--- src/rtl/xif_trk_pkg.sv ---
// Shared types for the CV-X-IF commit/result tracker.
// Optional result/kill counters in the top are enabled by defining XIF_RESULT_CNT_EN.
package xif_trk_pkg;
  localparam int RD_WIDTH = 5;
  // Entries store IDs zero-extended to this width; X_ID_WIDTH must not exceed it.
  localparam int ID_MAX_W = 16;

  typedef enum logic [1:0] {FREE, PENDING, COMMITTED, KILLED} entry_state_e;
  typedef enum logic {IDLE, RESULT} out_state_e;

  typedef struct packed {
    logic [ID_MAX_W-1:0] id;
    logic [RD_WIDTH-1:0] rd;
    entry_state_e        state;
  } entry_t;
endpackage

--- src/rtl/xif_trk_table.sv ---
// In-order table of issued instructions: push at wptr, ID-matched commit update,
// pop at rptr. Head/next views reflect this cycle's push and commit.
module xif_trk_table
  import xif_trk_pkg::*;
#(
  parameter int X_ID_WIDTH = 4,
  parameter int DEPTH      = 4,
  localparam int PW        = $clog2(DEPTH)
) (
  input  logic                  clk_i,
  input  logic                  rst_ni,
  input  logic                  push,
  input  logic [X_ID_WIDTH-1:0] push_id,
  input  logic [RD_WIDTH-1:0]   push_rd,
  input  logic                  commit,
  input  logic [X_ID_WIDTH-1:0] commit_id,
  input  logic                  commit_kill,
  input  logic                  pop,
  output logic                  commit_hit,
  output logic [X_ID_WIDTH-1:0] head_id,
  output logic [RD_WIDTH-1:0]   head_rd,
  output entry_state_e          head_state,
  output logic [X_ID_WIDTH-1:0] nxt_id,
  output logic [RD_WIDTH-1:0]   nxt_rd,
  output entry_state_e          nxt_state,
  output logic                  full,
  output logic [PW:0]           count
);
  entry_t        ent [DEPTH];
  entry_t        eff [DEPTH];
  logic [PW-1:0] wptr, rptr, rptr_inc;
  logic          push_ok;

  assign full     = (count == (PW+1)'(DEPTH));
  assign push_ok  = push && !full;
  assign rptr_inc = rptr + 1'b1;

  // eff is the table as it will look after this edge, before the pop.
  always_comb begin
    eff = ent;
    commit_hit = 1'b0;
    if (push_ok) eff[wptr] = '{id: ID_MAX_W'(push_id), rd: push_rd, state: PENDING};
    if (commit) begin
      if (push_ok && push_id == commit_id) begin
        eff[wptr].state = commit_kill ? KILLED : COMMITTED;
        commit_hit = 1'b1;
      end else begin
        for (int i = 0; i < DEPTH; i++) begin
          if (!commit_hit && ent[i].state == PENDING && ent[i].id == ID_MAX_W'(commit_id)) begin
            eff[i].state = commit_kill ? KILLED : COMMITTED;
            commit_hit = 1'b1;
          end
        end
      end
    end
  end

  assign head_id    = eff[rptr].id[X_ID_WIDTH-1:0];
  assign head_rd    = eff[rptr].rd;
  assign head_state = eff[rptr].state;
  assign nxt_id     = eff[rptr_inc].id[X_ID_WIDTH-1:0];
  assign nxt_rd     = eff[rptr_inc].rd;
  assign nxt_state  = eff[rptr_inc].state;

  always_ff @(posedge clk_i or negedge rst_ni) begin
    if (!rst_ni) begin
      for (int i = 0; i < DEPTH; i++) ent[i] <= '0;
      wptr  <= '0;
      rptr  <= '0;
      count <= '0;
    end else begin
      ent <= eff;
      if (pop) ent[rptr].state <= FREE;
      if (push_ok) wptr <= wptr + 1'b1;
      if (pop) rptr <= rptr_inc;
      count <= count + (PW+1)'(push_ok) - (PW+1)'(pop);
    end
  end
endmodule

--- src/rtl/xif_commit_result_ctrl.sv ---
// Tracks accepted CV-X-IF issues and drives the result interface in issue order.
// Define XIF_RESULT_CNT_EN to add the res_cnt_o / kill_cnt_o counters.
module xif_commit_result_ctrl
  import xif_trk_pkg::*;
#(
  parameter int X_ID_WIDTH  = 4,
  parameter int DEPTH       = 4,
  parameter int X_RFW_WIDTH = 32
) (
  input  logic                   clk_i,
  input  logic                   rst_ni,
  input  logic                   issue_valid_i,
  input  logic                   issue_ready_i,
  input  logic                   issue_accept_i,
  input  logic [X_ID_WIDTH-1:0]  issue_id_i,
  input  logic [4:0]             issue_rd_i,
  output logic                   issue_stall_o,
  input  logic                   commit_valid_i,
  input  logic [X_ID_WIDTH-1:0]  commit_id_i,
  input  logic                   commit_kill_i,
  input  logic [X_RFW_WIDTH-1:0] sig_i,
  output logic                   result_valid_o,
  input  logic                   result_ready_i,
  output logic [X_ID_WIDTH-1:0]  result_id_o,
  output logic [4:0]             result_rd_o,
  output logic [X_RFW_WIDTH-1:0] result_data_o,
  output logic                   result_we_o,
  output logic                   busy_o,
  output logic                   err_o
`ifdef XIF_RESULT_CNT_EN
  ,
  output logic [31:0]            res_cnt_o,
  output logic [31:0]            kill_cnt_o
`endif
);
  localparam int PW = $clog2(DEPTH);

  out_state_e            state;
  logic                  push_req, pop, pop_kill, hs, commit_hit, full;
  logic [X_ID_WIDTH-1:0] head_id, nxt_id;
  logic [RD_WIDTH-1:0]   head_rd, nxt_rd;
  entry_state_e          head_state, nxt_state;
  logic [PW:0]           count;

  assign push_req      = issue_valid_i && issue_ready_i && issue_accept_i;
  assign pop_kill      = (state == IDLE) && (head_state == KILLED);
  assign hs            = (state == RESULT) && result_ready_i;
  assign pop           = pop_kill || hs;
  assign issue_stall_o = full;
  assign busy_o        = (count != '0);

  xif_trk_table #(.X_ID_WIDTH(X_ID_WIDTH), .DEPTH(DEPTH)) u_table (
    .clk_i, .rst_ni,
    .push(push_req), .push_id(issue_id_i), .push_rd(issue_rd_i),
    .commit(commit_valid_i), .commit_id(commit_id_i), .commit_kill(commit_kill_i),
    .pop, .commit_hit,
    .head_id, .head_rd, .head_state, .nxt_id, .nxt_rd, .nxt_state,
    .full, .count
  );

  // Head views include this cycle's commit, so a head commit shows up one cycle later.
  always_ff @(posedge clk_i or negedge rst_ni) begin
    if (!rst_ni) begin
      state          <= IDLE;
      result_valid_o <= 1'b0;
      result_id_o    <= '0;
      result_rd_o    <= '0;
      result_data_o  <= '0;
      result_we_o    <= 1'b0;
    end else begin
      case (state)
        IDLE: if (head_state == COMMITTED) begin
          result_valid_o <= 1'b1;
          result_id_o    <= head_id;
          result_rd_o    <= head_rd;
          result_data_o  <= sig_i;
          result_we_o    <= 1'b1;
          state          <= RESULT;
        end
        RESULT: if (result_ready_i) begin
          if (nxt_state == COMMITTED) begin
            result_id_o   <= nxt_id;
            result_rd_o   <= nxt_rd;
            result_data_o <= sig_i;
            result_we_o   <= 1'b1;
          end else begin
            result_valid_o <= 1'b0;
            state          <= IDLE;
          end
        end
        default: state <= IDLE;
      endcase
    end
  end

  always_ff @(posedge clk_i or negedge rst_ni) begin
    if (!rst_ni) err_o <= 1'b0;
    else if ((push_req && full) || (commit_valid_i && !commit_hit)) err_o <= 1'b1;
  end

`ifdef XIF_RESULT_CNT_EN
  always_ff @(posedge clk_i or negedge rst_ni) begin
    if (!rst_ni) begin
      res_cnt_o  <= '0;
      kill_cnt_o <= '0;
    end else begin
      if (hs) res_cnt_o <= res_cnt_o + 32'd1;
      if (pop_kill) kill_cnt_o <= kill_cnt_o + 32'd1;
    end
  end
`endif
endmodule

--- config.mk ---
export PLATFORM = sky130hd
export DESIGN_NAME = xif_commit_result_ctrl
export DESIGN_NICKNAME = d
export VERILOG_FILES = /design/src/rtl/xif_trk_pkg.sv /design/src/rtl/xif_trk_table.sv /design/src/rtl/xif_commit_result_ctrl.sv
export SDC_FILE = /design/constraint.sdc
export NUM_CORES = 1
export LEC_CHECK = 0
export BUFFER_PORTS_ARGS = -buffer_cell sky130_fd_sc_hd__buf_2
export CAP_MARGIN = 20
export CORE_UTILIZATION = 58
export DETAILED_ROUTE_END_ITERATION = 12
export GPL_ROUTABILITY_DRIVEN = 0
export PLACE_DENSITY = 0.85
export SYNTH_ARGS = -nofsm -noshare
export SYNTH_HDL_FRONTEND = slang
export SYNTH_SLANG_ARGS = --single-unit
--- constraint.sdc ---
create_clock -name clk_i -period 4.8 [get_ports clk_i]
set_clock_uncertainty 0.2 [all_clocks]
set_input_delay 0.48 -clock clk_i [delete_from_list [all_inputs] [get_ports clk_i]]
set_output_delay 0.48 -clock clk_i [all_outputs]
set_load 0.02 [all_outputs]
======== Word-level counts from Yosys, hierarchy flattened ========
Index checks and enable logic that the tools add are counted.
cells by class
  equal/unequal tests ..................... 17
  reductions and logical operators ........ 27
  bitwise logic cells ..................... 4
  $add $sub $neg .......................... 4
  multiplexer cells ....................... 66
  magnitude comparators ................... 5
operators with widths
  kind                                                                  count
  92-bit bitwise mux                                                    3
  92-bit 2-to-1 mux                                                     3
  23-bit demux with 2-bit select                                        3
  32-bit 2-to-1 mux                                                     3
  23-bit binary-select mux with 2-bit select                            2
  21-bit 2-to-1 mux                                                     4
  16-bit by 4-bit == test with 1-bit output                             4
  32-bit one-hot mux with 2 select lines                                1
  11-bit 2-to-1 mux                                                     4
  23-bit 2-to-1 mux                                                     1
  1-bit 2-to-1 mux                                                      21
  2-bit 2-to-1 mux                                                      10
  1-bit logical AND                                                     17
  5-bit 2-to-1 mux                                                      3
  4-bit 2-to-1 mux                                                      3
  5-bit one-hot mux with 2 select lines                                 1
  3-bit greater-or-equal comparator, second input constant              3
  2-bit inverter with 3-bit output                                      3
  2-bit by 1-bit == test with 1-bit output, second input constant       4
  4-bit one-hot mux with 2 select lines                                 1
  2-bit == test, second input constant                                  3
  3-bit by 1-bit < comparator with 1-bit output, second input constant  2
  1-bit one-hot mux with 2 select lines                                 3
  3-bit AND reduction                                                   2
  other kinds (11)                                                      19
storage, ports and cells
  input port bits ......................... 53
  word-level logic and storage cells ...... 145
  output and inout port bits .............. 46
  register bits after elaboration ......... 144

======== Logic depth before layout (Yosys ltp) ========
  depth after elaboration ................. 31
  depth in mapped cells ................... 15
  depth with buffers taken out ............ 13

======== By module ========
A second synthesis with hierarchy kept.
unflattened totals
  cell total of the unflattened synthesis .. 505
  area total of the unflattened synthesis .. 6,799.0 um^2
by module, submodules not included
  module                  area an instance (um^2)  seq. area each (um^2)  times used  cells an instance
  xif_trk_table           4,923.5                  2,477.4                1           387
  xif_commit_result_ctrl  1,875.5                  1,126.1                1           118

======== Worst setup path before layout ========
Ideal clock, no wire load.
  kind .................................... input-to-reg
  start point ............................. in commit_id_i[3]
  end point ............................... reg u_table.count[2]
  data arrival time ....................... 3.277 ns
  required time ........................... 4.477 ns
  slack ................................... 1.201 ns
  library setup time ...................... 0.123 ns
  cell stages on the path ................. 14
  buffers on the path ..................... 2
  path through ............................ buf_4 xor2_1 nor4_1 o211ai_1 nor4_1 nor4_1 nor4_2 o21ai_1 buf_2 ha_1 inv_1 ha_1 fa_1 xnor2_1
between the ends
  longest elaborated chain between the ends .. 30
  elaborated cells on any way between the ends .. 41
  classes of those cells .................. add/sub: 1; eq/ne: 6; mux: 21; reduce/logical: 13
ends and longest elaborated chain
  item                                           RTL line                      source
  from (decl)                                    xif_commit_result_ctrl.sv:19  input logic [X_ID_WIDTH-1:0] commit_id_i,
  16-bit by 4-bit == test with 1-bit output      xif_trk_table.sv:49           if (!commit_hit && ent[i].state == PENDING && ent[i].id == ID_MAX_W'(commit_id)) begin
  1-bit logical AND                              xif_trk_table.sv:49
  1-bit 2-to-1 mux                               xif_trk_table.sv:49
  1-bit 2-to-1 mux                               xif_trk_table.sv:44           if (push_ok && push_id == commit_id) begin
  1-bit 2-to-1 mux                               xif_trk_table.sv:43           if (commit) begin
  1-bit logical NOT                              xif_trk_table.sv:49
  1-bit logical AND (2 in a row)                 xif_trk_table.sv:49
  1-bit 2-to-1 mux                               xif_trk_table.sv:49
  [12 not listed]                                --
  2-bit 2-to-1 mux                               xif_trk_table.sv:44
  92-bit 2-to-1 mux *                            xif_trk_table.sv:43
  23-bit binary-select mux with 2-bit select *   xif_trk_table.sv:60           assign head_state = eff[rptr].state;
  11-bit 2-to-1 mux * (2 in a row)               --
  2-bit == test *                                xif_commit_result_ctrl.sv:46  assign pop_kill = (state == IDLE) && (head_state == KILLED);
  1-bit logical AND *                            xif_commit_result_ctrl.sv:46
  1-bit logical OR *                             xif_commit_result_ctrl.sv:48  assign pop = pop_kill || hs;
  3-bit by 1-bit subtractor with 3-bit output *  xif_trk_table.sv:76           count <= count + (PW+1)'(push_ok) - (PW+1)'(pop);
  to (signal assigned)                           xif_trk_table.sv:76
  to (decl)                                      xif_trk_table.sv:27           output logic [PW:0] count
Every way passes the cells marked *; elsewhere a longest branch is shown, timed or not. The select of a mux whose other input is x is not followed.
A chain may end at the register's enable or synchronous reset.

======== Worst setup path after layout ========
  start point ............................. reg u_table.ent[10] (netlist bit)
  end point ............................... reg u_table.count[2]
between the ends
  longest elaborated chain between the ends .. 12
ends and longest elaborated chain
  item                                         RTL line                      source
  from (decl)                                  xif_trk_table.sv:29           entry_t ent [DEPTH];
  16-bit by 4-bit == test with 1-bit output    xif_trk_table.sv:49
  1-bit logical AND                            xif_trk_table.sv:49
  2-bit 2-to-1 mux                             xif_trk_table.sv:49
  2-bit 2-to-1 mux                             xif_trk_table.sv:44
  92-bit 2-to-1 mux                            xif_trk_table.sv:43
  23-bit binary-select mux with 2-bit select   xif_trk_table.sv:60
  11-bit 2-to-1 mux (2 in a row)               --
  2-bit == test                                xif_commit_result_ctrl.sv:46
  1-bit logical AND                            xif_commit_result_ctrl.sv:46
  1-bit logical OR                             xif_commit_result_ctrl.sv:48
  3-bit by 1-bit subtractor with 3-bit output  xif_trk_table.sv:76
Every way passes these cells. The select of a mux whose other input is x is not followed.

==> run_results.csv <==
group,metric,value,unit
synthesis,syn_area,7030,µm²
timing,slew_violations,0,
setup_path,crit_required,4.91,ns
synthesis,synth_area_leaders,"dfrtp_1 51%, mux2_4 8.3%, mux2i_1 6.4%, mux4_2 5.8%, inv_1 2.7%",
final_layout,n_fill_cell,804,
final_layout,nets,705,
timing,hold_viol,0,
run_status,violations,"DRC",
power,powerDensity,705,nW/µm²
power,power_frac_comb,45.6,%
setup_path,r2r_cells,12,
final_layout,diodes,0,
final_layout,drive_gt1_share,32.6,%
die,fp-row-count,39,
clock_network,clkSlewWorstSetupHoldPaths,0.06,ns
setup_path,r2r_setup_slack,0.98,ns
power,p_switching,2.09,mW
synthesis,synthMostInstantiatedCell,"dfrtp_1",
setup_path,critical_path.cell_chain,"xor2_1 -> nor4_1 -> o211ai_1 -> nor4_1 -> nor4_1 -> nor4_2 -> o21ai_1 -> ha_1 -> inv_1 -> ha_1 -> fa_1 -> xnor2_1",
route,drt_iter0_markers,404,
synthesis,yosysTopAreaCell,"dfrtp_1",
synthesis,ys_types,65,
power,pwr-share-clk,21.7,%
timing,fin_crit,3.82,ns
synthesis,postSynthCellCount,543,
synthesis,syn_nets,607,
setup_path,r2r-end,"u_table.count[2]",
run_status,outcome,"complete, but fails checks",
timing,rsz0062_at_grt,"false",
setup_path,cp_top_family,"simple AND/OR/NAND/NOR gates",
die,die_x,112,µm
route,routed_wl,15.6,mm
synthesis,ys_dominant_reg_cell,"dfrtp_1",
min_path,holdCritPathClass,"in -> reg",
route,via_per_inst,5.92,
setup_path,slowest_delay,0.57,ns
setup_path,crit_path_end,"u_table.count[2]",
setup_path,crit_top_cell,"nor4_1",
global_route,overflow,0,
final_layout,area_growth_syn_to_layout,15.9,%
final_layout,finalNonFillerCells,797,
clock_network,cts_max_level,4,
timing,max_freq,262,MHz
global_route,track_usage,26.8,%
power,power.internal,3.65,mW
route,ant_nets,0,
clock_network,cts_tree,"built",
timing,setup_ws,0.979,ns
setup_path,path_max_fanout,3,
placed_design,placed_cells,764,
die,io_pins,99,
die,initial_core_util,60.5,%
synthesis,synth-edff-count,0,
timing,max_slew_margin,39.3,%
global_route,grt_pass1_vias,5081,
clock_network,clk_path_buf_depth,2,
die,core,11600,µm²
clock_network,clock_latency,0.42,ns
setup_path,crit_type,"reg -> reg",
setup_path,worstPathArrival,3.93,ns
clock_network,cts_buffers,17,
power,vdd_drop_max,650,µV
route,vias,4720,
power,fin_total_pwr,5.74,mW
route,dr.pass1.iters,9,
clock_network,cts_num_sinks,144,
synthesis,synth_seq_cells,144,
global_route,antenna_found_initial,0,
setup_path,worstSetupPathDepth,12,
flow_run,maxCapViolations,0,
power,p_sw_share,36.4,%
placed_design,io_buffers,98,
clock_network,cts-resized-gates,0,
global_route,grt_start_max_net_pins,101,
final_layout,finish.utilization,70.1,%
timing,hold_slack,0.0871,ns
die,dieHeight,112,µm
setup_path,endpoint_kind,"flop",
timing,tns,0,ns
placed_design,hpwlAfterDp,10.2,mm
synthesis,async_reset_ff_share,100,%
clock_network,post_cts_buffers,0,
final_layout,final_area,8140,µm²
placed_design,place_ws,0.807,ns
synthesis,yosysWarnings,0,
route,wl_per_cell,19.6,µm
power,leakagePower,4.09,nW
die,dieArea,12600,µm²
setup_path,crit_path_start,"u_table.ent[10]",
route,drc,4,
setup_path,crit_slowest_cell,"nor4_1",
power,p_seq_share,32.7,%
clock_network,clockRootBuffer,"clkbuf_16",
setup_path,worstReg2RegStart,"u_table.ent[10]",
synthesis,syn_avg_cell_area,12.9,µm²
synthesis,yosys.area.top_type_share,51.3,%
synthesis,synthTopCellsByCount,"144 x dfrtp_1, 51 x inv_1, 45 x mux2i_1",
global_route,grt_pass1_wl,25.4,mm
timing,worstMarginPinSlew,0.910,ns
timing,min_period_over_period,79.6,%
setup_path,startpoint_type,"flop",
min_path,min-delay-start,"sig_i[12]",
synthesis,seq_area_frac_synth,51.3,%
timing,finalSetupViolCount,0,
setup_path,cp.buffers_inverters,1,
placed_design,placed_area,7570,µm²
power by group through the flow:
| stage | Sequential (mW) | Combinational [mW] | Clock [mW] |
|---|---|---|---|
| final | 1.87 | 2.62 | 1.25 |
| after global routing | 1.90 | 2.80 | 1.32 |
| after CTS | 1.87 | 2.62 | 1.26 |
| after detailed placement | 1.87 | 2.59 | 0 |
| after global placement | 1.85 | 2.50 | 0 |
| after floorplan | 2.03 | 1.87 | 0 |
cell usage in the layout (no fill, tap or decap), types with 3 or more instances in the layout:
cell type	count
mux2i_1	45
o21ai_1	4
clkbuf_16	17
a21oi_1	6
nor4b_1	5
buf_2	97
ha_1	10
and3_1	3
nor2_1	9
clkinv_2	4
nand2_1	10
or2_1	3
nor2b_1	25
mux2_4	39
mux2_2	3
a21boi_0	4
xor2_1	7
xnor2_1	17
dfrtp_1	144
nor4_1	14
inv_6	3
a31oi_1	9
nor3_1	4
buf_4	9
a31o_2	3
and2_1	24
mux4_2	18
clkinv_4	3
nand4_1	8
o21ai_0	5
inv_1	51
nand3_1	5
worst min path at each step:
stage,slack [ns],depth (start not counted),end
after floorplan,-0.02,0,async pin
after global placement,0.25,1,result_we_o
after detailed placement,0.25,1,result_we_o
after CTS,0.08,2,result_data_o[30]
after global routing,0.07,2,result_data_o[24]
final,0.09,2,result_data_o[12]
layout make-up:
class / instances / area, µm² / share of cell area [%]
Clock buffer: 20 / 457 / 5.61
Clock inverter: 12 / 109 / 1.34
Inverter: 52 / 200 / 2.46
Multi-Input combinational cell: 317 / 3000 / 36.8
Sequential cell: 144 / 3600 / 44.3
Tap cell: 143 / 179 / 2.20
Timing Repair Buffer: 109 / 594 / 7.30
worst reg2reg max path, stage by stage, from the launching register on:
cell and delay [ns]:
dfrtp_1 0.40, xor2_1 0.15, nor4_1 0.57, o211ai_1 0.20, nor4_1 0.40, nor4_1 0.12
nor4_2 0.40, o21ai_1 0.21, ha_1 0.31, inv_1 0.04, ha_1 0.18, fa_1 0.40
xnor2_1 0.13
cells by family (layout without fill, tap and decap cells):
family          count (synthesis)  in the layout  share of synthesized area [%]
xor+xnor                       24             24                           2.99
compound gates                 55             55                           5.86
flops                         144            144                           51.3
simple gates                  122            122                           10.8
fa+ha+maj                      11             11                           2.07
buf+inv                        82            193                           6.02
mux                           105            105                           21.0
repair_timing:
action | in CTS | in global routing
hold buffers | 1 | 0
endpoints found under the hold margin | 16 | 0
endpoints found under the setup margin | 0 | 0
routing by layer:
metal	GRT usage (%)	vias up	part of all wire [%]
li1	-	2106	-
met1	31.7	2399	40
met2	45.1	172	51
met3	8.64	43	5.9
met4	11.6	0	3.0
met5	0	-	0
No activity file was read; power rests on OpenSTA's default activity.
